<file path="config.mk">
export PLATFORM = sky130hd
export DESIGN_NAME = seven_segment_4_digit_display
export DESIGN_NICKNAME = d
export VERILOG_FILES = /design/src/rtl/seven_segment_4_digit_display.sv
export SDC_FILE = /design/constraint.sdc
export NUM_CORES = 1
export LEC_CHECK = 0
export CAP_MARGIN = 20
export CORE_AREA = 2 2 62 64
export DETAILED_ROUTE_END_ITERATION = 8
export DIE_AREA = 0 0 64 66
export PLACE_DENSITY = 0.71
export SLEW_MARGIN = 20
export SYNTH_ARGS = -nofsm -noshare
export SYNTH_HDL_FRONTEND = slang
export SYNTH_SLANG_ARGS = --single-unit
</file>
<file path="constraint.sdc">
create_clock -name clock -period 1.65 [get_ports clock]
set_input_delay 0.33 -clock clock [delete_from_list [all_inputs] [get_ports clock]]
set_output_delay 0.33 -clock clock [all_outputs]
set_load 0.01 [all_outputs]
</file>
<file path="src/rtl/seven_segment_4_digit_display.sv">
// Time-multiplexed 4-digit common-anode 7-segment driver showing a 16-bit value as hex.
// Outputs registered (1-cycle latency from number/index); free-running scan, no backpressure.
module seven_segment_4_digit_display #(
  parameter int DIVIDER = 50000
) (
  input  logic        clock,
  input  logic        reset,
  input  logic [15:0] number,
  output logic [7:0]  abcdefgh,
  output logic [3:0]  digit
);

  localparam int W = $clog2(DIVIDER);
  localparam logic [W-1:0] LAST = W'(DIVIDER - 1);

  logic [W-1:0] r_prescaler;
  logic [1:0]   r_index;
  logic [3:0]   r_digit;
  logic [7:0]   r_abcdefgh;
  logic [3:0]   w_nibble;
  logic [7:0]   w_seg;

  assign w_nibble = number[{r_index, 2'b00} +: 4];

  // Active-high abcdefgh pattern; dp (bit0) is never lit.
  always_comb begin
    w_seg = 8'h00;
    case (w_nibble)
      4'h0: w_seg = 8'hFC;
      4'h1: w_seg = 8'h60;
      4'h2: w_seg = 8'hDA;
      4'h3: w_seg = 8'hF2;
      4'h4: w_seg = 8'h66;
      4'h5: w_seg = 8'hB6;
      4'h6: w_seg = 8'hBE;
      4'h7: w_seg = 8'hE0;
      4'h8: w_seg = 8'hFE;
      4'h9: w_seg = 8'hF6;
      4'hA: w_seg = 8'hEE;
      4'hB: w_seg = 8'h3E;
      4'hC: w_seg = 8'h9C;
      4'hD: w_seg = 8'h7A;
      4'hE: w_seg = 8'h9E;
      default: w_seg = 8'h8E;
    endcase
  end

  always_ff @(posedge clock or posedge reset) begin
    if (reset) begin
      r_prescaler <= '0;
      r_index     <= 2'd0;
      r_digit     <= 4'b1111;
      r_abcdefgh  <= 8'hFF;
    end else begin
      if (r_prescaler == LAST) begin
        r_prescaler <= '0;
        r_index     <= r_index + 2'd1;
      end else begin
        r_prescaler <= r_prescaler + W'(1);
      end
      r_digit    <= ~(4'b0001 << r_index);
      r_abcdefgh <= ~w_seg;
    end
  end

  assign digit    = r_digit;
  assign abcdefgh = r_abcdefgh;

endmodule

</file>
==> results.toml <==
[logic_synthesis]
syn-cell-area_sq_um = 1530
avgSynthCellArea_sq_um = 11.3
synth_top_area_share = 0.294
synth_cell_types = 34
synthCells = 136
ys_ff_latch = 29
synth_seq_area_share = 0.483
synthTopCellsByArea = "dfrtp_1 29%, dfstp_2 19%, ha_1 9.0%"
synth_fp_nets = 165
yosysWarnings = 0
yosysTopAreaCell = "dfrtp_1"

[global_routing]
grt_pass1_vias = 1251
grt_max_degree = 30
grt_use_total = 0.178
gr-total-overflow = 0
grt_pass1_wl_um = 5630
antenna_found_initial = 0

[drt]
avgViaCountPerCell = 5.11
drt_iter0_drc = 55
ant_nets = 0
vias = 1159
wirelength_um = 3390
route.detailed.drc = 0
first_pass_iters = 4
wl_per_cell_um = 14.9

[clock_tree]
cts.clk_slew.worst_paths_ns = 0.09
cts_hold_buf = 0
cts_tree = "yes"
cts_num_sinks = 29
cts_max_level = 2
cts_buffers = 5
cts_max_path_buffers = 2
clock_tree.root_cell = "clkbuf_4"
clock_latency_ns = 0.33

[cells_and_area]
fin_util = 0.592
antenna_cells = 0
area.growth.synth_to_final_pct = 37.3
nets = 207
drive_above_1_share = 0.307
final_cell_mix = "17 x clkdlybuf4s50_1, 17 x dfrtp_1, 12 x nor2_1, 11 x dfstp_2, 11 x dlygate4sd2_1"

[worst_setup_path]
r2r_end = "abcdefgh[6]$_DFF_PP1_"
critPathMaxFanout = 5
critical_path_arrival_ns = 2.02
reg2reg_depth = 4
reg2reg_slack_ns = -0.11
end_kind = "flop"
criticalPathCategory = "reg -> reg"
startpoint_type = "flop"
worst_ep_required_time_ns = 1.91
rr_startpoint = "r_index[0]$_DFFE_PP0N_"

[timing]
min_period_over_period = 1.07
period_needed_ns = 1.76
rsz0062_at_grt = "yes"
setup-violations-final = 7
hold_viol = 0
drv_slew = 0
final.setup.worst_slack_ns = -0.110
finClkSkew_ns = 0.00500
fmax_mhz = 568

[run_status]
violations = "setup timing"
status = "complete, but fails checks"

[power_and_ir_drop]
p_leak_uw = 0.000915
totalPowerFinal_uw = 1550
p_per_area_nw_per_um2 = 736
ir_worst_vdd_v = 0.000513

[floorplanning]
die_h_um = 66
start_util = 0.431
core-area_sq_um = 3550
die_area_sq_um = 4220
row_count = 22
die_w_um = 64
io_pins = 30

[job]
max-cap-violations = 0

[placed_design]
dp_hpwl_um = 2340
dp_slack_ns = -0.392
gp_congestion = 0.862
port_buffers = 28

[min_path]
hp-class = "in -> async"
## kinds of logic (layout without fill, tap and decap cells)
kind of cell / count (synthesis) / after routing / synth area share
mux: 7 / 7 / 0.0833
other cells: 1 / 1 / 0.00245
fa+ha+maj: 11 / 11 / 0.0899
xor+xnor: 14 / 14 / 0.0801
compound gates: 13 / 13 / 0.0580
buf+inv: 17 / 60 / 0.0547
simple gates: 44 / 44 / 0.149
flops: 29 / 29 / 0.483
## repair_timing
item / CTS / global route
pin swaps: 2 / 6
setup buffers: 1 / 3
gates cloned: 0 / 0
gates resized for setup: 19 / 10
endpoints found under the setup margin: 18 / 11
## synthesized netlist by cell type
cell type and number:
a21oi_1 2, a22o_1 1, a22oi_1 1, a31o_2 1, and2b_1 1, and4_1 1, and4b_1 1, buf_2 1
buf_4 1, buf_6 2, conb_1 1, dfrtp_1 18, dfstp_2 11, ha_1 11, inv_1 13, mux2_2 3
mux4_1 1, mux4_2 3, nand2_1 9, nand2b_1 1, nand3_1 5, nand4_1 4, nor2_1 12, nor2b_1 1
nor2b_4 1, nor3_1 5, nor4_1 2, nor4b_1 1, o21a_1 3, o21ai_1 1, o22ai_1 3, o31ai_1 1
xnor2_1 9, xor2_1 5
## flip-flops by register name, summed over array words and instances (netlist names)
name         count
r_index          2
abcdefgh         7
digit            4
r_prescaler     16
## layout make-up
class / count / area [sq um]
Clock buffer: 7 / 55.1
Multi-Input combinational cell: 90 / 806
Clock inverter: 1 / 30.0
Inverter: 13 / 53.8
Tap cell: 48 / 60.1
Sequential cell: 29 / 741
Fill cell: 296 / 1450
Timing Repair Buffer: 39 / 357
## where the power goes
part	switching, uW	internal, uW	leakage, uW
Clock	251	362	0.0000455
Combinational	90.3	107	0.000519
Sequential	2.87	735	0.000350
## worst max-delay path by stage
stage | start | to | slack, ns | cells past startpoint
final | r_index[0]$_DFFE_PP0N_ | abcdefgh[6]$_DFF_PP1_ | -0.11 | 4
after floorplan | r_index[0]$_DFFE_PP0N_ | abcdefgh[4]$_DFF_PP1_ | -0.02 | 6
after global placement | number[13] | abcdefgh[4]$_DFF_PP1_ | -0.29 | 6
after CTS | r_index[0]$_DFFE_PP0N_ | abcdefgh[6]$_DFF_PP1_ | -0.10 | 4
after detailed placement | number[13] | abcdefgh[7]$_DFF_PP1_ | -0.39 | 6
after global routing | r_index[0]$_DFFE_PP0N_ | abcdefgh[4]$_DFF_PP1_ | -0.19 | 6
## metal layers
metal  track usage  vias to the layer above  share of wire
met5             0                        -              0
met4        0.0842                        0          0.030
met3        0.0528                       15          0.032
met2         0.320                       30           0.56
met1         0.191                      567           0.38
li1              -                      547              -
## worst max-delay path, cell delays in order, from the launching register on
cell	delay, ns
dfrtp_2	0.45
mux4_2	0.62
buf_6	0.17
mux2_4	0.25
a22o_1	0.20
## per-stage QoR
stage                     cells  area (sq um)  hold slack (ns)  TNS [ns]
after detailed placement    215          1920            0.486     -2.30
after floorplan             136          1560            0.400    -0.100
after CTS                   224          2030            0.373    -0.566
after global placement      215          1920            0.466     -1.87
after global routing        227          2100            0.411     -1.02
final                       227          2100            0.358    -0.501
(Power assumes the default switching activity.)
